--- config.mk ---
export PLATFORM = sky130hd
export DESIGN_NAME = word_align_ctrl
export DESIGN_NICKNAME = d
export VERILOG_FILES = /design/src/rtl/word_align_ctrl.sv
export SDC_FILE = /design/constraint.sdc
export NUM_CORES = 1
export LEC_CHECK = 0
export ABC_AREA = 1
export BUFFER_PORTS_ARGS = -buffer_cell sky130_fd_sc_hd__buf_2
export CORE_MARGIN = 5
export CORE_UTILIZATION = 53
export CTS_CLUSTER_DIAMETER = 30
export DETAILED_ROUTE_END_ITERATION = 10
export GPL_ROUTABILITY_DRIVEN = 0
export PLACE_DENSITY = 0.79
export SLEW_MARGIN = 30
export SYNTH_ARGS = -nofsm -noshare
export SYNTH_HDL_FRONTEND = slang
export SYNTH_SLANG_ARGS = --single-unit
--- constraint.sdc ---
create_clock -name clk_i -period 1.6 [get_ports clk_i]
set_clock_uncertainty 0.05 [all_clocks]
set_input_delay 0.08 -clock clk_i [delete_from_list [all_inputs] [get_ports clk_i]]
set_output_delay 0.08 -clock clk_i [all_outputs]
set_load 0.01 [all_outputs]
--- src/rtl/word_align_ctrl.sv ---
// 8b10b word-alignment / link-sync controller: comma hunt, boundary slips, lock qualification, loss of sync.
// Optional saturating bad-word counter on err_cnt_o when ERR_CNT_EN is defined.
module word_align_ctrl #(
  parameter int SLIP_TIMEOUT = 16,
  parameter int SLIP_BLANK   = 2,
  parameter int ACQ_WORDS    = 4,
  parameter int LOS_ERRS     = 4,
  parameter int GOOD_RUN     = 4
) (
  input  logic        clk_i,
  input  logic        rst_i,
  input  logic        enable_i,
  input  logic        word_valid_i,
  input  logic [8:0]  word_i,
  input  logic        code_err_i,
  input  logic        disp_err_i,
  output logic        slip_o,
  output logic        sync_o,
  output logic [1:0]  state_o,
  output logic [7:0]  data_o,
  output logic        k_o,
  output logic        data_valid_o,
  input  logic        err_cnt_clr_i,
  output logic [15:0] err_cnt_o
);

  typedef enum logic [1:0] {HUNT = 2'd0, ACQ = 2'd1, SYNC = 2'd2, SLIP = 2'd3} state_e;

  localparam int MISS_W  = $clog2(SLIP_TIMEOUT + 1);
  localparam int BLANK_W = $clog2(SLIP_BLANK + 1);
  localparam int ACQ_W   = $clog2(ACQ_WORDS + 1);
  localparam int BAD_W   = $clog2(LOS_ERRS + 1);
  localparam int GOOD_W  = $clog2(GOOD_RUN + 1);

  // Counters compare against "last" values so they clear on the transition instead of wrapping.
  localparam logic [MISS_W-1:0]  MISS_LAST  = MISS_W'(SLIP_TIMEOUT - 1);
  localparam logic [BLANK_W-1:0] BLANK_LAST = BLANK_W'(SLIP_BLANK - 1);
  localparam logic [ACQ_W-1:0]   ACQ_LAST   = ACQ_W'(ACQ_WORDS - 1);
  localparam logic [BAD_W-1:0]   BAD_LAST   = BAD_W'(LOS_ERRS - 1);
  localparam logic [GOOD_W-1:0]  GOOD_LAST  = GOOD_W'(GOOD_RUN - 1);

  state_e             state_q, state_d;
  logic [MISS_W-1:0]  miss_q, miss_d;
  logic [BLANK_W-1:0] blank_q, blank_d;
  logic [ACQ_W-1:0]   acq_q, acq_d;
  logic [BAD_W-1:0]   bad_q, bad_d;
  logic [GOOD_W-1:0]  good_q, good_d;
  logic               slip_q, slip_d;
  logic               dv_q, dv_d;
  logic [7:0]         data_q, data_d;
  logic               k_q, k_d;

  logic err, comma, word_en;
  assign err     = code_err_i | disp_err_i;
  assign comma   = (word_i == 9'h1BC) && !err;
  assign word_en = enable_i && word_valid_i;

  always_ff @(posedge clk_i or posedge rst_i) begin
    if (rst_i) begin
      state_q <= HUNT;
      miss_q  <= '0;
      blank_q <= '0;
      acq_q   <= '0;
      bad_q   <= '0;
      good_q  <= '0;
      slip_q  <= 1'b0;
      dv_q    <= 1'b0;
      data_q  <= '0;
      k_q     <= 1'b0;
    end else begin
      state_q <= state_d;
      miss_q  <= miss_d;
      blank_q <= blank_d;
      acq_q   <= acq_d;
      bad_q   <= bad_d;
      good_q  <= good_d;
      slip_q  <= slip_d;
      dv_q    <= dv_d;
      data_q  <= data_d;
      k_q     <= k_d;
    end
  end

  always_comb begin
    state_d = state_q;
    miss_d  = miss_q;
    blank_d = blank_q;
    acq_d   = acq_q;
    bad_d   = bad_q;
    good_d  = good_q;
    if (!enable_i) begin
      state_d = HUNT;
      miss_d  = '0;
      blank_d = '0;
      acq_d   = '0;
      bad_d   = '0;
      good_d  = '0;
    end else if (word_valid_i) begin
      unique case (state_q)
        HUNT: begin
          if (comma) begin
            miss_d = '0;
            if (ACQ_WORDS == 1) begin
              state_d = SYNC;
              bad_d   = '0;
              good_d  = '0;
            end else begin
              state_d = ACQ;
              acq_d   = ACQ_W'(1);
            end
          end else if (miss_q == MISS_LAST) begin
            state_d = SLIP;
            miss_d  = '0;
            blank_d = '0;
          end else begin
            miss_d = miss_q + 1'b1;
          end
        end
        SLIP: begin
          if (blank_q == BLANK_LAST) begin
            state_d = HUNT;
            blank_d = '0;
            miss_d  = '0;
          end else begin
            blank_d = blank_q + 1'b1;
          end
        end
        ACQ: begin
          if (err) begin
            state_d = HUNT;
            acq_d   = '0;
            miss_d  = '0;
          end else if (acq_q == ACQ_LAST) begin
            state_d = SYNC;
            acq_d   = '0;
            bad_d   = '0;
            good_d  = '0;
          end else begin
            acq_d = acq_q + 1'b1;
          end
        end
        SYNC: begin
          if (err) begin
            good_d = '0;
            if (bad_q == BAD_LAST) begin
              state_d = HUNT;
              bad_d   = '0;
              miss_d  = '0;
            end else begin
              bad_d = bad_q + 1'b1;
            end
          end else if (good_q == GOOD_LAST) begin
            good_d = '0;
            bad_d  = (bad_q != '0) ? bad_q - 1'b1 : '0;
          end else begin
            good_d = good_q + 1'b1;
          end
        end
        default: state_d = HUNT;
      endcase
    end
  end

  always_comb begin
    slip_d = word_en && (state_q == HUNT) && !comma && (miss_q == MISS_LAST);
    dv_d   = word_en && (state_q == SYNC);
    data_d = dv_d ? word_i[7:0] : data_q;
    k_d    = dv_d ? word_i[8]   : k_q;
  end

  assign slip_o       = slip_q;
  assign sync_o       = (state_q == SYNC);
  assign state_o      = state_q;
  assign data_o       = data_q;
  assign k_o          = k_q;
  assign data_valid_o = dv_q;

`ifdef ERR_CNT_EN
  logic [15:0] err_cnt_q;
  always_ff @(posedge clk_i or posedge rst_i) begin
    if (rst_i) begin
      err_cnt_q <= '0;
    end else if (err_cnt_clr_i) begin
      err_cnt_q <= '0;
    end else if (word_en && err && (state_q == ACQ || state_q == SYNC) && err_cnt_q != 16'hFFFF) begin
      err_cnt_q <= err_cnt_q + 16'd1;
    end
  end
  assign err_cnt_o = err_cnt_q;
`else
  logic unused_err_cnt_clr;
  assign unused_err_cnt_clr = err_cnt_clr_i;
  assign err_cnt_o          = '0;
`endif

endmodule

### Yosys cells after proc, flatten, opt, wreduce, memory -nomap -nowiden

Index checks and enable logic that the tools add are counted.

* reductions and logical operators: 16
* divide/modulo/power cells: 0
* order comparisons: 0
* shift operators: 0
* add/subtract/negate cells: 6
* bitwise operators: 1
* multipliers: 0
* equal/unequal tests: 25
* muxes and demuxes: 45

Operators by type and width (count)
* 3-bit 2-to-1 mux: 17
* 5-bit 2-to-1 mux: 8
* 2-bit 2-to-1 mux: 14
* 3-bit != test, second input constant: 7
* 5-bit case mux with 4 select lines: 1
* 3-bit case mux with 2 select lines: 3
* 5-bit AND reduction: 2
* 3-bit by 1-bit adder with 3-bit output, second input constant: 3
* 3-bit by 2-bit == test with 1-bit output, second input constant: 3
* 9-bit == test, second input constant: 1
* 3-bit by 1-bit != test with 1-bit output, second input constant: 3
* 4-bit != test, second input constant: 2
* 2-bit case mux with 4 select lines: 1
* 4-bit AND reduction: 2
* 1-bit logical AND: 6
* 3-bit by 2-bit != test with 1-bit output, second input constant: 2
* 6-bit AND reduction: 1
* 5-bit by 1-bit adder with 5-bit output, second input constant: 1
* 5-bit by 4-bit == test with 1-bit output, second input constant: 1
* 2-bit by 1-bit == test with 1-bit output, second input constant: 2
* 2-bit == test, second input constant: 2
* 4-bit by 2-bit != test with 1-bit output, second input constant: 1
* 2-bit case mux with 2 select lines: 1
* 3-bit AND reduction: 1
* other kinds (7): 8

* latch bits: 0
* input port bits: 16
* output and inout bits: 30
* memories kept: 0
* logic and storage cells: 103
* memory bits (writable): 0
* register bits after elaboration: 29
* bits in read-only memories: 0

### Depth between registers and ports, before layout

* word-level depth: 7
* gate-level depth with buffers: 10
* mapped depth without buffers: 10

### Worst setup path after synthesis

OpenSTA, ideal clock, no wires.

* path kind: register -> register
* start: register miss_q[0]
* end: register blank_q[0]
* stages on the path, launching flop included: 9
* setup time: 117 ps
* path buffers: 0
* data required time: 1433 ps
* clock period less this slack: 1370 ps
* path slack: 230 ps
* data arrival time: 1204 ps
* cell sequence: dfrtp_1 -> ha_1 -> nand3_1 -> nor2_1 -> nand2_1 -> a21oi_1 -> nand2_1 -> nand2_1 -> nand2_1

* word-level cells in the longest chain between the ends: 3

RTL lines
* from (decl): RTL line 43 `logic [MISS_W-1:0] miss_q, miss_d;`
* from (signal assigned): RTL line 72 `miss_q <= miss_d;`
* 5-bit by 4-bit == test with 1-bit output: RTL line 111 `end else if (miss_q == MISS_LAST) begin`
* 3-bit != test (no source line)
* 4-bit AND reduction (no source line)
* to (signal assigned): RTL line 73 `blank_q <= blank_d;`
* to (decl): RTL line 44 `logic [BLANK_W-1:0] blank_q, blank_d;`

No other way between the ends.
A chain may end at the register's enable or synchronous reset.

### Worst setup path after layout

Same ends and word-level chain as after synthesis.

==> impl_metrics.csv <==
group,metric,value,unit
worst_setup_path,end_kind,"register",
pwr,worst_voltage_drop_across_the_vdd_grid,498,uV
cells_and_area,nets,332,
cts,cts_tree,"done",
synthesis,synthTopCellsByArea,"sky130_fd_sc_hd__dfrtp_1 39%, sky130_fd_sc_hd__nand2_1 17%, sky130_fd_sc_hd__buf_4 6.4%",
floorplan,fp.coreArea,3390,um^2
cts,cts_buf_count,5,
pwr,sequentialPowerShare,0.390,
worst_setup_path,worstPathRequired,1.78,ns
place,number_of_buffers_inserted_by_port_buffering,28,
global_route,gr-total-overflow,0,
cells_and_area,final_layout_size_suffix_gt1_frac,0.248,
run_status,result_of_the_run,"finished, final reports clean",
floorplan,floorplan.initialDensity,0.554,
job,timing.max_cap.violations,0,
synthesis,most_instantiated_library_cell_after_synthesis,"sky130_fd_sc_hd__nand2_1",
sta,post-route-min-period,1.47,ns
worst_setup_path,cp-start-kind,"register",
cts,cts_buffer_depth,2,
cts,htreeDepth,2,
global_route,global_route_wire_length_before_repair,6740,um
pwr,power.net_switching,1070,uW
route,drt_wl_total,4020,um
global_route,pin_count_of_the_biggest_net_entering_global_routing,30,
worst_setup_path,critical_path_arrival,1.65,ns
synthesis,synthesized_area_fraction_occupied_by_ao_oa_aoi_and_oai_cells,0.0373,
synthesis,yosys_warnings,0,
route,route.antenna.remaining_nets,0,
hold_path,holdCritPathClass,"primary input to register",
pwr,totalPowerFinal,2750,uW
floorplan,floorplan.die_area,4830,um^2
synthesis,synthFlopType,"sky130_fd_sc_hd__dfrtp_1",
pwr,proportion_of_total_power_due_to_net_switching,0.389,
sta,grt_setup_unrepaired,"yes",
route,average_routed_wire_per_standard_cell,11.3,um
synthesis,synth-xor-area-share,0.00467,
synthesis,synth_top_area_cell,"sky130_fd_sc_hd__dfrtp_1",
pwr,pwr_density_cell,1220,nW/um^2
worst_setup_path,path_common_cell,"sky130_fd_sc_hd__nand2_1",
synthesis,post_synth_inst_count,261,
synthesis,synth_adder_area_share,0.0400,
synthesis,dominant_combinational_cell_family_by_area_after_synthesis,"simple AND/OR/NAND/NOR gates",
global_route,groute.usage.overall,0.172,
synthesis,synth_enable_flop_cells,0,
synthesis,synth-seq-cells,29,
synthesis,syn-mean-instance-area,7.19,um^2
sta,slew_violations,0,
cells_and_area,utilization,0.665,
route,first_iter_violations,74,
synthesis,postSynth.asyncResetShare,1.00,
route,drc,0,
pwr,power_frac_clock,0.234,
worst_setup_path,critical_path.max_stage_delay,0.40,ns
cts,clkLatencyLatePin,0.34,ns
worst_setup_path,timing.critical_path.buf_inv,0,
synthesis,post_synth_and_or_nand_nor_area_fraction,0.393,
cells_and_area,num_antenna_cells,0,
floorplan,total_number_of_placement_rows,21,
place,dp_hpwl,2900,um
worst_setup_path,setup_slack_on_the_worst_flop_to_flop_path,0.13,ns
floorplan,die_w,69.5,um
sta,finalHoldViolCount,0,
global_route,first_global_vias,1580,
sta,timing.final.setup_violations,0,
route,drt_pass1_iterations,4,
sta,fmax,679,MHz
pwr,cellLeakagePower,0.00125,uW
floorplan,die_span_y,69.5,um
cells_and_area,area_growth,20.1,%
synthesis,syn-cell-area,1880,um^2
synthesis,synth.top_cell.area_share,0.387,
worst_setup_path,timing.setup.critical_path_class,"register to register",
worst_setup_path,critical_path.top_delay_family,"simple AND/OR/NAND/NOR gates",
sta,timing.final.crit_share,0.921,
synthesis,synthTopCellsByCount,"83 x sky130_fd_sc_hd__nand2_1, 31 x sky130_fd_sc_hd__nor2_1, 29 x sky130_fd_sc_hd__dfrtp_1",
pwr,cell_internal_pwr,1680,uW
route,vias,1724,
cts,cts_root_buffer,"sky130_fd_sc_hd__clkbuf_4",
worst_setup_path,critPathSlowestCell,"sky130_fd_sc_hd__dfrtp_1",
synthesis,synthMuxAreaShare,0,
synthesis,synthDistinctLibCells,24,
route,viasPerCell,4.83,
floorplan,ios,46,
global_route,grt_antenna_before_repair,0,
worst_setup_path,timing.critical_path.cells,"ha_2 -> nand3_1 -> nor2_2 -> nand2_1 -> a21oi_2 -> nand2_1 -> nand2_1 -> nand2_1",
worst_setup_path,worstPathMaxFanout,3,
cts,clk_pin_slew_worst_paths,0.10,ns
pwr,combinationalPowerShare,0.376,
synthesis,seq_area_frac_synth,0.387,
cts,cts_num_sinks,29,
-- power groups by stage --
stage	Sequential, uW	Clock [uW]	Combinational [uW]
2_1_floorplan	1110	0	666
3_3_place_gp	1070	0	960
3_5_place_dp	1080	0	981
4_1_cts	1070	653	1000
5_1_grt	1100	677	1170
6_report	1070	643	1040
-- state kept, by name (all words and copies together), names as in the netlist --
| register | cells |
|---|---|
| data_o | 8 |
| miss_q | 5 |
| acq_q | 3 |
| bad_q | 3 |
| good_q | 3 |
| blank_q | 2 |
| state_o | 2 |
| data_valid_o | 1 |
| k_o | 1 |
| slip_o | 1 |
-- worst reg2reg max path, cell delays in order (launching register included) --
cell and delay [ns]:
sky130_fd_sc_hd__dfrtp_1 0.40, sky130_fd_sc_hd__ha_2 0.20, sky130_fd_sc_hd__nand3_1 0.11, sky130_fd_sc_hd__nor2_2 0.16, sky130_fd_sc_hd__nand2_1 0.08, sky130_fd_sc_hd__a21oi_2 0.17
sky130_fd_sc_hd__nand2_1 0.09, sky130_fd_sc_hd__nand2_1 0.06, sky130_fd_sc_hd__nand2_1 0.04
-- path summary, 6_finish.rpt --
check	start	endpoint	depth (start not counted)
max reg2reg	miss_q[0]	blank_q[0]	8
min	enable_i	bad_q[2]	3
min in group asynchronous	rst_i	data_o[1]	4
min reg2reg	data_o[6]	data_o[6]	2
max in group asynchronous	rst_i	state_o[1]	4
max	miss_q[0]	blank_q[0]	8
-- repair_timing --
action                                 4_1_cts  5_1_grt
setup buffers                                0        4
endpoints found under the hold margin       39        0
resized for setup                            0        6
hold buffers                                11        0
setup endpoints to repair                    0       10
-- per-layer routing --
metal  GRT usage  wire [um]
met2       0.275       1830
met1       0.207       1840
met5           0          0
met4      0.0976         87
met3      0.0478        253
-- cells in the final DEF (no fill, tap or decap), types with 2 or more instances in the layout --
cell type	instances
sky130_fd_sc_hd__nand4_1	7
sky130_fd_sc_hd__buf_4	6
sky130_fd_sc_hd__inv_1	24
sky130_fd_sc_hd__nor2_2	6
sky130_fd_sc_hd__o21ai_0	2
sky130_fd_sc_hd__nand3_1	18
sky130_fd_sc_hd__nor2_4	4
sky130_fd_sc_hd__o21ai_1	7
sky130_fd_sc_hd__dlygate4sd3_1	11
sky130_fd_sc_hd__nor2_1	29
sky130_fd_sc_hd__conb_1	16
sky130_fd_sc_hd__nand2_2	9
sky130_fd_sc_hd__nand3_2	3
sky130_fd_sc_hd__buf_2	28
sky130_fd_sc_hd__ha_1	4
sky130_fd_sc_hd__dfrtp_1	28
sky130_fd_sc_hd__nand2_1	83
sky130_fd_sc_hd__inv_2	8
sky130_fd_sc_hd__ha_2	2
sky130_fd_sc_hd__clkbuf_4	5
-- cell type report --
| cell class | count | area (um^2) |
|---|---|---|
| tap | 46 | 57.6 |
| clock buffer | 6 | 51.3 |
| timing repair buffer | 45 | 295 |
| sequential | 29 | 727 |
| inverter | 32 | 120 |
| fill | 305 | 1140 |
| clock inverter | 2 | 37.5 |
| multi-input combinational | 197 | 965 |
-- cell families (layout without fill, tap and decap cells) --
| logic type | after synthesis | count (layout) |
|---|---|---|
| other | 1 | 16 |
| xor gates and xnor gates | 1 | 1 |
| DFF | 29 | 29 |
| buffers and inverters | 50 | 85 |
| and+or+nand+nor | 161 | 161 |
| AOI/OAI and AO/OA | 13 | 13 |
| adders and majority gates | 6 | 6 |
-- metrics by stage --
stage | cell area, um^2 | setup WS [ns] | TNS, ns | cells | hold WS [ns]
after floorplan | 1930 | 0.230 | 0 | 276 | 0.108
after global placement | 2010 | 0.120 | 0 | 334 | 0.112
after detailed placement | 2010 | 0.0899 | 0 | 334 | 0.118
after CTS | 2210 | 0.0480 | 0 | 353 | 0.0105
after global routing | 2250 | -0.0213 | -0.0454 | 357 | 0.0221
final | 2250 | 0.126 | 0 | 357 | 0.0214
Note: power is estimated with default switching activity, not from simulation.
